### src/rtl/wordle_letter_entry_if.sv
// Letter handshake between the entry block (producer) and the guess FSM (consumer).
// curr_letter is only meaningful while Valid is high; Ack is sampled only then.
interface wordle_letter_entry_if;
    logic [7:0] curr_letter;
    logic       Valid;
    logic       Ack;

    modport master (output curr_letter, output Valid, input Ack);
    modport slave  (input curr_letter, input Valid, output Ack);
endinterface

### src/rtl/wordle_letter_entry.sv
// Wordle letter entry: scroll A-Z with BtnU/BtnD, commit with BtnC, backspace
// with BtnL. Each symbol is offered on the letter interface and held until Ack.
// pos counts accepted letters in the current guess and drives the cursor.
module wordle_letter_entry #(
    parameter int unsigned WORD_LEN     = 5,
    parameter logic [7:0]  FIRST_LETTER = 8'h41,
    parameter logic [7:0]  LAST_LETTER  = 8'h5A,
    parameter logic [7:0]  BKSP_CODE    = 8'h08
) (
    input  logic                          Clk,
    input  logic                          reset,
    input  logic                          En,
    input  logic                          BtnU,
    input  logic                          BtnD,
    input  logic                          BtnC,
    input  logic                          BtnL,
    wordle_letter_entry_if.master         lif,
    output logic [7:0]                    sel_letter,
    output logic [2:0]                    pos,
    output logic                          word_full
);

    localparam logic [2:0] WLEN = 3'(WORD_LEN);

    typedef enum logic [2:0] {
        QIDLE  = 3'b001,
        QSEL   = 3'b010,
        QOFFER = 3'b100
    } state_t;

    state_t     state_q, state_d;
    logic [7:0] sel_q, sel_d;
    logic [7:0] curr_q, curr_d;
    logic       valid_q, valid_d;
    logic [2:0] pos_q, pos_d;
    logic       bksp_q, bksp_d;   // pending offer is a backspace, not a letter

    // State register; reset pre-empts everything, including an open offer.
    always_ff @(posedge Clk or negedge reset) begin
        if (!reset) begin
            state_q <= QIDLE;
            sel_q   <= FIRST_LETTER;
            curr_q  <= 8'h00;
            valid_q <= 1'b0;
            pos_q   <= 3'd0;
            bksp_q  <= 1'b0;
        end else begin
            state_q <= state_d;
            sel_q   <= sel_d;
            curr_q  <= curr_d;
            valid_q <= valid_d;
            pos_q   <= pos_d;
            bksp_q  <= bksp_d;
        end
    end

    // Next-state: selection, commit/backspace offers and the Ack return path.
    always_comb begin
        state_d = state_q;
        sel_d   = sel_q;
        curr_d  = curr_q;
        valid_d = valid_q;
        pos_d   = pos_q;
        bksp_d  = bksp_q;
        unique case (state_q)
            QIDLE: begin
                valid_d = 1'b0;
                if (En) begin
                    state_d = QSEL;
                    pos_d   = 3'd0;
                    sel_d   = FIRST_LETTER;
                end
            end
            QSEL: begin
                if (!En) begin
                    state_d = QIDLE;
                end else if (BtnC) begin
                    // A commit on a full word is swallowed; it still outranks BtnL/U/D.
                    if (pos_q < WLEN) begin
                        curr_d  = sel_q;
                        valid_d = 1'b1;
                        bksp_d  = 1'b0;
                        state_d = QOFFER;
                    end
                end else if (BtnL) begin
                    if (pos_q != 3'd0) begin
                        curr_d  = BKSP_CODE;
                        valid_d = 1'b1;
                        bksp_d  = 1'b1;
                        state_d = QOFFER;
                    end
                end else if (BtnU && !BtnD) begin
                    sel_d = (sel_q == LAST_LETTER) ? FIRST_LETTER : sel_q + 8'd1;
                end else if (BtnD && !BtnU) begin
                    sel_d = (sel_q == FIRST_LETTER) ? LAST_LETTER : sel_q - 8'd1;
                end
            end
            QOFFER: begin
                if (!En) begin
                    // pos is left as-is; it is cleared on the next QIDLE->QSEL entry.
                    state_d = QIDLE;
                    valid_d = 1'b0;
                end else if (lif.Ack) begin
                    state_d = QSEL;
                    valid_d = 1'b0;
                    if (bksp_q) begin
                        pos_d = pos_q - 3'd1;
                    end else begin
                        pos_d = pos_q + 3'd1;
                        sel_d = FIRST_LETTER;
                    end
                end
            end
            default: begin
                state_d = QIDLE;
                valid_d = 1'b0;
            end
        endcase
    end

    assign lif.curr_letter = curr_q;
    assign lif.Valid       = valid_q;
    assign sel_letter      = sel_q;
    assign pos             = pos_q;
    assign word_full       = (pos_q == WLEN);

endmodule

### src/flat_wrapper.sv
// flat-port wrapper written by rule: the top's interface ports become plain ports
module wordle_letter_entry_flat 
#(
    parameter int unsigned WORD_LEN     = 5,
    parameter logic [7:0]  FIRST_LETTER = 8'h41,
    parameter logic [7:0]  LAST_LETTER  = 8'h5A,
    parameter logic [7:0]  BKSP_CODE    = 8'h08
)
  (Clk, reset, En, BtnU, BtnD, BtnC, BtnL, sel_letter, pos, word_full, lif_curr_letter, lif_Valid, lif_Ack);
  wordle_letter_entry_if lif_i ();
  input  logic Clk;
  input  logic reset;
  input  logic En;
  input  logic BtnU;
  input  logic BtnD;
  input  logic BtnC;
  input  logic BtnL;
  output logic [7:0] sel_letter;
  output logic [2:0] pos;
  output logic word_full;
  output wire logic [$bits(lif_i.curr_letter)-1:0] lif_curr_letter;
  output wire logic [$bits(lif_i.Valid)-1:0] lif_Valid;
  input wire logic [$bits(lif_i.Ack)-1:0] lif_Ack;
  assign lif_curr_letter = lif_i.curr_letter;
  assign lif_Valid = lif_i.Valid;
  assign lif_i.Ack = lif_Ack;
  wordle_letter_entry #(.WORD_LEN(WORD_LEN), .FIRST_LETTER(FIRST_LETTER), .LAST_LETTER(LAST_LETTER), .BKSP_CODE(BKSP_CODE)) u_core (.Clk(Clk), .reset(reset), .En(En), .BtnU(BtnU), .BtnD(BtnD), .BtnC(BtnC), .BtnL(BtnL), .lif(lif_i), .sel_letter(sel_letter), .pos(pos), .word_full(word_full));
endmodule
### config.mk
export PLATFORM = sky130hd
export DESIGN_NAME = wordle_letter_entry_flat
export DESIGN_NICKNAME = d
export VERILOG_FILES = /design/src/rtl/wordle_letter_entry_if.sv /design/src/rtl/wordle_letter_entry.sv /design/src/flat_wrapper.sv
export SDC_FILE = /design/constraint.sdc
export NUM_CORES = 1
export LEC_CHECK = 0
export ABC_CLOCK_PERIOD_IN_PS = 2500
export BUFFER_PORTS_ARGS = -buffer_cell sky130_fd_sc_hd__clkbuf_2
export CORE_ASPECT_RATIO = 1.2
export CORE_MARGIN = 1
export CORE_UTILIZATION = 35
export CTS_CLUSTER_SIZE = 16
export DETAILED_ROUTE_END_ITERATION = 7
export GPL_ROUTABILITY_DRIVEN = 0
export RECOVER_POWER = 50
export SLEW_MARGIN = 25
export SYNTH_ARGS = -nofsm -noshare
export SYNTH_HDL_FRONTEND = slang
export SYNTH_SLANG_ARGS = --single-unit
### constraint.sdc
create_clock -name Clk -period 2.5 [get_ports Clk]
set_input_delay 0 -clock Clk [delete_from_list [all_inputs] [get_ports Clk]]
set_output_delay 0 -clock Clk [all_outputs]
set_load 0.01 [all_outputs]
# Word-level counts from Yosys, hierarchy flattened
# Index checks and enable logic that the tools add are counted.
# word_totals
register_bits	24
input_bits	8
out_inout_bits	21
elab_cells	87
# op_classes
add_sub_neg	4
magnitude_cmp	1
n_eq_ne	22
muxes	40
n_reduce_logical	14
# ops
op	count
2-to-1 mux 8 bit	15
2-to-1 mux 3 bit	12
one-hot mux 8 bit (3 select lines)	1
== test 8 x 7 -> 1 bit (second input constant)	2
AND reduction 5 bit	3
inequality test 2 bit (second input constant)	7
2-to-1 mux 1 bit	9
one-hot mux 3 bit (3 select lines)	1
AND reduction 9 bit	1
adder 8 x 1 -> 8 bit (second input constant)	1
inequality test 4 x 3 -> 1 bit (second input constant)	2
subtractor 8 x 1 -> 8 bit (second input constant)	1
== test 3 bit (second input constant)	2
inequality test 3 x 2 -> 1 bit (second input constant)	2
inequality test 3 bit (second input constant)	2
one-hot mux 3 bit (2 select lines)	1
nonzero test 2 bit	3
nonzero test 3 bit	2
inequality test 4 bit (second input constant)	1
AND reduction 4 bit	1
adder 3 x 1 -> 3 bit (second input constant)	1
== test 3 x 1 -> 1 bit (second input constant)	1
== test 3 x 2 -> 1 bit (second input constant)	1
less-than comparator 3 bit (second input constant)	1
6 further kinds	8

# Longest topological paths before layout
# logic_depth
word_depth	8
ltp_mapped	8
mapped_depth_nobuf	7

# Worst setup path before layout
# No wires, ideal clock.
# synth_timing
path_type	register to register
startpoint	register u_core.sel_q[0] (netlist: u_core.sel_letter[0])
endpoint	register u_core.sel_q[7] (netlist: u_core.sel_letter[7])
setup_time_ns	0.082
arrival_ns	1.819
required_time_ns	2.418
slack_ns	0.599
path_stages_with_launch	8
path_buffers	1
synth_period_minus_slack_ns	1.901
path_cell_list	dfstp_2 buf_6 inv_1 ha_1 and3_1 mux2_2 a211o_1 a31oi_1
# synth_via
elab_chain_cells	8
elab_cells_between_ends	12
cone_classes	add/sub: 2; eq/ne: 2; mux: 8
# synth_rtl
item	line	text
start: declaration	wordle_letter_entry.sv:32	logic [7:0] sel_q, sel_d;
start signal: assignment	wordle_letter_entry.sv:49	sel_q <= sel_d;
subtractor 8 x 1 -> 8 bit or == test 8 x 7 -> 1 bit (tied branches)	wordle_letter_entry.sv:95	sel_d = (sel_q == FIRST_LETTER) ? LAST_LETTER : sel_q - 8'd1;
2-to-1 mux 8 bit	wordle_letter_entry.sv:95	
2-to-1 mux 8 bit	wordle_letter_entry.sv:94	end else if (BtnD && !BtnU) begin
2-to-1 mux 8 bit (*)	wordle_letter_entry.sv:92	end else if (BtnU && !BtnD) begin
2-to-1 mux 8 bit (*)	wordle_letter_entry.sv:85	end else if (BtnL) begin
2-to-1 mux 8 bit (*)	wordle_letter_entry.sv:77	end else if (BtnC) begin
2-to-1 mux 8 bit (*)	wordle_letter_entry.sv:75	if (!En) begin
one-hot mux 8 bit (3 select lines) (*)	wordle_letter_entry.sv:65	unique case (state_q)
# Every way passes the cells marked *; elsewhere a longest branch is shown, timed or not. The select of a mux whose other input is x is not followed.
# A chain may end at the register's enable or synchronous reset.

# Worst setup path after layout
# Ends and elaborated chain as after synthesis.

==> impl_table.tex <==
\begin{tabular}{lr}
\hline
Metric & Value \\
\hline
\multicolumn{2}{l}{\textbf{Placement}} \\
\quad Post-DP HPWL & 2.73 mm \\
\quad Total of buffers placed on input and output ports & 28 \\
\quad Area of placed instances & 1730 sq um \\
\multicolumn{2}{l}{\textbf{Job}} \\
\quad Max-capacitance violation count & 0 \\
\multicolumn{2}{l}{\textbf{Worst hold path}} \\
\quad Worst min-delay path category & in2reg \\
\multicolumn{2}{l}{\textbf{Logic synthesis}} \\
\quad Most used flip-flop cell after synthesis & sky130\_fd\_sc\_hd\_\_dfrtp\_1 \\
\quad Cell taking the most area after synthesis & sky130\_fd\_sc\_hd\_\_dfrtp\_1 \\
\quad Mapped Avg Cell Area & 9.77 sq um \\
\quad Number of distinct standard cells referenced by the synthesized netlist & 50 \\
\quad Gate count of the mapped netlist & 160 \\
\quad Area of the mapped netlist & 1560 sq um \\
\quad Flop and latch count out of synthesis & 24 \\
\quad Number of synthesized flops with an enable pin & 0 \\
\quad Sequential element share of the synthesized area & 38.7\% \\
\quad Number of warnings printed during yosys synthesis & 0 \\
\quad Mapped Nets & 173 \\
\quad Top-area cell type share of the netlist area & 33.6\% \\
\quad Top cells by area in the synthesized netlist & sky130\_fd\_sc\_hd\_\_dfrtp\_1 (34\%), sky130\_fd\_sc\_hd\_\_dfstp\_2 (5.0\%), sky130\_fd\_sc\_hd\_\_a21oi\_1 (4.5\%), sky130\_fd\_sc\_hd\_\_a22o\_1 (4.5\%), sky130\_fd\_sc\_hd\_\_o21ai\_0 (4.5\%) \\
\quad Async S/R FF share, synth & 100\% \\
\multicolumn{2}{l}{\textbf{Route}} \\
\quad Routed Wire Length & 3.71 mm \\
\quad Per-cell routed wire length & 15.3 um \\
\quad Count of TritonRoute iterations in the first routing pass & 4 \\
\quad Drt first-iter violations & 75 \\
\quad Number of design rule violations left after detail routing & 0 \\
\quad Ratio of routed vias to standard cells & 5.60 \\
\quad Vias post-DR & 1360 \\
\quad DRT antenna net count & 0 \\
\multicolumn{2}{l}{\textbf{Timing}} \\
\quad Unrepaired setup endpoints after global routing & false \\
\quad Fmax & 0.499 GHz \\
\quad Max-slew headroom & 12.6\% \\
\quad Final period util & 80.1\% \\
\quad Minimum clock period & 2.00 ns \\
\quad Transition time at the pin with the least slew margin & 1.31 ns \\
\quad Final Hold Vio Count & 0 \\
\quad Count of final setup violators & 0 \\
\quad Final Max Tran Viols & 0 \\
\quad Worst clock skew on the final layout & 0.00703 ns \\
\quad Final sum of negative setup slack & 0 ns \\
\multicolumn{2}{l}{\textbf{CTS}} \\
\quad Number of clock sinks & 24 \\
\quad H-tree level count & 1 \\
\quad Setup fix buffers added after clock tree synthesis & 0 \\
\quad TritonCTS clock tree & done \\
\quad Root Driver & sky130\_fd\_sc\_hd\_\_clkbuf\_8 \\
\quad CTS hold repair buffers & 1 \\
\quad Maximum clock insertion buffer count & 2 \\
\quad Clock edge transition at the registers on the reported setup and hold paths & 0.09 ns \\
\quad CTS resizes & 0 \\
\quad Worst-Skew Late Latency & 0.28 ns \\
\quad Inserted Clock Buffers & 3 \\
\multicolumn{2}{l}{\textbf{Die}} \\
\quad FP Rows & 26 \\
\quad Initial core utilization & 36.7\% \\
\quad Total core area & 4260 sq um \\
\quad Die extent in x & 63 um \\
\quad Die height & 75.2 um \\
\quad Die area & 4740 sq um \\
\quad Boundary pin count & 29 \\
\multicolumn{2}{l}{\textbf{Power}} \\
\quad Total net switching power & 0.284 mW \\
\quad Comb pwr share & 21.2\% \\
\quad Switching part of the total power & 30.2\% \\
\quad Clock Power Share & 29.2\% \\
\quad Maximum VDD drop & 0.313 mV \\
\quad Overall power consumption & 0.940 mW \\
\quad P per Cell Area & 528 nW/um\^{}2 \\
\quad P\_int & 0.657 mW \\
\quad Leak & 0.778 nW \\
\quad Sequential Power Share & 49.6\% \\
\multicolumn{2}{l}{\textbf{Worst setup path}} \\
\quad Highest fanout seen on the critical path & 12 \\
\quad Required time at the endpoint of the critical path & 2.70 ns \\
\quad Crit path capture type & flop \\
\quad Crit path cell chain & inv\_1 > ha\_1 > and3\_1 > mux2\_2 > a211o\_1 > a31oi\_1 \\
\quad Largest stage delay, worst path & 0.66 ns \\
\quad Sort of element at the start of the critical path & flop \\
\quad Startpoint-to-endpoint class of the critical path & reg2reg \\
\quad Crit path max-delay cell type & sky130\_fd\_sc\_hd\_\_dfstp\_2 \\
\quad Arrival time of data at the critical path endpoint & 2.20 ns \\
\multicolumn{2}{l}{\textbf{Cells and area}} \\
\quad Post-layout nets & 201 \\
\quad \# diodes & 0 \\
\quad Fill cell instance count of the final layout & 429 \\
\quad Top library cells by usage in the layout, fill and taps aside & sky130\_fd\_sc\_hd\_\_dfrtp\_1 (21), sky130\_fd\_sc\_hd\_\_clkbuf\_2 (17), sky130\_fd\_sc\_hd\_\_nand2\_1 (15), sky130\_fd\_sc\_hd\_\_a21oi\_1 (14), sky130\_fd\_sc\_hd\_\_o21ai\_0 (14) \\
\quad Area added between synthesis and finish & 14.0\% \\
\quad Non-Filler Cell Area, Final & 1780 sq um \\
\quad Most common cell after layout, fill and taps aside & sky130\_fd\_sc\_hd\_\_dfrtp\_1 \\
\quad Fraction of layout instances using a drive strength above 1 & 20.9\% \\
\multicolumn{2}{l}{\textbf{Global route}} \\
\quad Antenna violations before repair & 0 \\
\quad Overall overflow remaining after global route & 0 \\
\quad Met3 track utilization from global routing & 3.48\% \\
\quad Global-route wire length before repair & 6.42 mm \\
\quad Maximum number of pins on one net before global-route repair & 25 \\
\quad Vias in the first global route & 1352 \\
\quad Global Route Usage Sum & 17.5\% \\
\quad Busiest layer in global routing & met2 \\
\quad GR Util met1 & 20.0\% \\
\quad Global-route track usage on met2 & 31.9\% \\
\multicolumn{2}{l}{\textbf{Run status}} \\
\quad Outcome & finished, final reports clean \\
\hline
\end{tabular}
==> state kept, by name (all words and copies together), names as in the netlist <==
| signal | flops |
|---|---|
| u_core.pos | 3 |
| u_core.bksp_q | 1 |
| u_core.lif.Valid | 1 |
| u_core.sel_letter | 8 |
| u_core.lif.curr_letter | 8 |
| u_core.state_q | 3 |
==> cells in the mapped netlist, types with 3 or more instances <==
| cell | n |
|---|---|
| sky130_fd_sc_hd__o21ai_0 | 14 |
| sky130_fd_sc_hd__dfrtp_1 | 21 |
| sky130_fd_sc_hd__o31ai_1 | 4 |
| sky130_fd_sc_hd__nand2_1 | 15 |
| sky130_fd_sc_hd__ha_1 | 4 |
| sky130_fd_sc_hd__a22o_1 | 8 |
| sky130_fd_sc_hd__nor3_1 | 4 |
| sky130_fd_sc_hd__dfstp_2 | 3 |
| sky130_fd_sc_hd__buf_2 | 4 |
| sky130_fd_sc_hd__o211ai_1 | 3 |
| sky130_fd_sc_hd__a21oi_1 | 14 |
| sky130_fd_sc_hd__inv_1 | 5 |
| sky130_fd_sc_hd__nor2_1 | 8 |
==> through the flow <==
stage               util, %  hold WS, ns  cells  setup slack, ns
finish                 41.8       0.0178    243            0.497
global route           41.8       0.0233    243            0.363
CTS                    42.1       0.0141    243            0.510
detailed placement     40.6       0.0439    238            0.529
global placement       40.6       0.0374    238            0.574
floorplan                 -       -0.296    160            0.599
==> worst paths after layout <==
kind	start	endpoint	slack (ns)	cells past startpoint
min in group asynchronous	reset	u_core.sel_letter[1]	0.53	2
max in group asynchronous	reset	u_core.state_q[2]	1.20	2
max	u_core.sel_letter[0]	u_core.sel_letter[7]	0.50	6
min	lif_Ack	u_core.state_q[2]	0.02	2
max reg2reg	u_core.sel_letter[0]	u_core.sel_letter[7]	0.50	6
min reg2reg	u_core.lif.curr_letter[2]	u_core.lif.curr_letter[2]	0.51	1
==> per-layer routing <==
| metal | vias to the layer above | routed length [um] |
|---|---|---|
| li1 | 656 | - |
| met1 | 653 | 1650 |
| met2 | 42 | 1790 |
| met3 | 9 | 172 |
| met4 | 0 | 94 |
| met5 | - | 0 |
==> final cells by class <==
| class | count | area (sq um) | area share [%] |
|---|---|---|---|
| multi-input combinational | 124 | 890 | 49.9 |
| sequential | 24 | 604 | 33.9 |
| timing repair buffer | 30 | 144 | 8.08 |
| tap | 56 | 70.1 | 3.93 |
| clock buffer | 4 | 55.1 | 3.09 |
| inverter | 5 | 18.8 | 1.05 |
==> worst max-delay path, delay by kind of cell (launching register included) <==
kind	cells	cell delay [ns]
simple gates	1	0.21
flops	1	0.66
buf+inv	1	0.11
compound gates	2	0.46
mux	1	0.28
fa+ha+maj	1	0.21
==> power by group through the flow <==
| stage | combinational [mW] | sequential, mW | clock [mW] |
|---|---|---|---|
| 2_1_floorplan | 0.124 | 0.480 | 0 |
| 3_3_place_gp | 0.205 | 0.474 | 0 |
| 3_5_place_dp | 0.206 | 0.474 | 0 |
| 4_1_cts | 0.208 | 0.468 | 0.284 |
| 5_1_grt | 0.220 | 0.475 | 0.301 |
| 6_report | 0.199 | 0.467 | 0.274 |
==> kinds of logic after synthesis <==
| family | share of synthesized area, % |
|---|---|
| AOI/OAI and AO/OA | 25.0 |
| and+or+nand+nor | 22.5 |
| DFF | 38.7 |
| buffers and inverters | 4.40 |
| adders and majority gates | 4.48 |
| xor gates and xnor gates | 2.24 |
| muxes | 2.72 |
(Power assumes the default switching activity.)
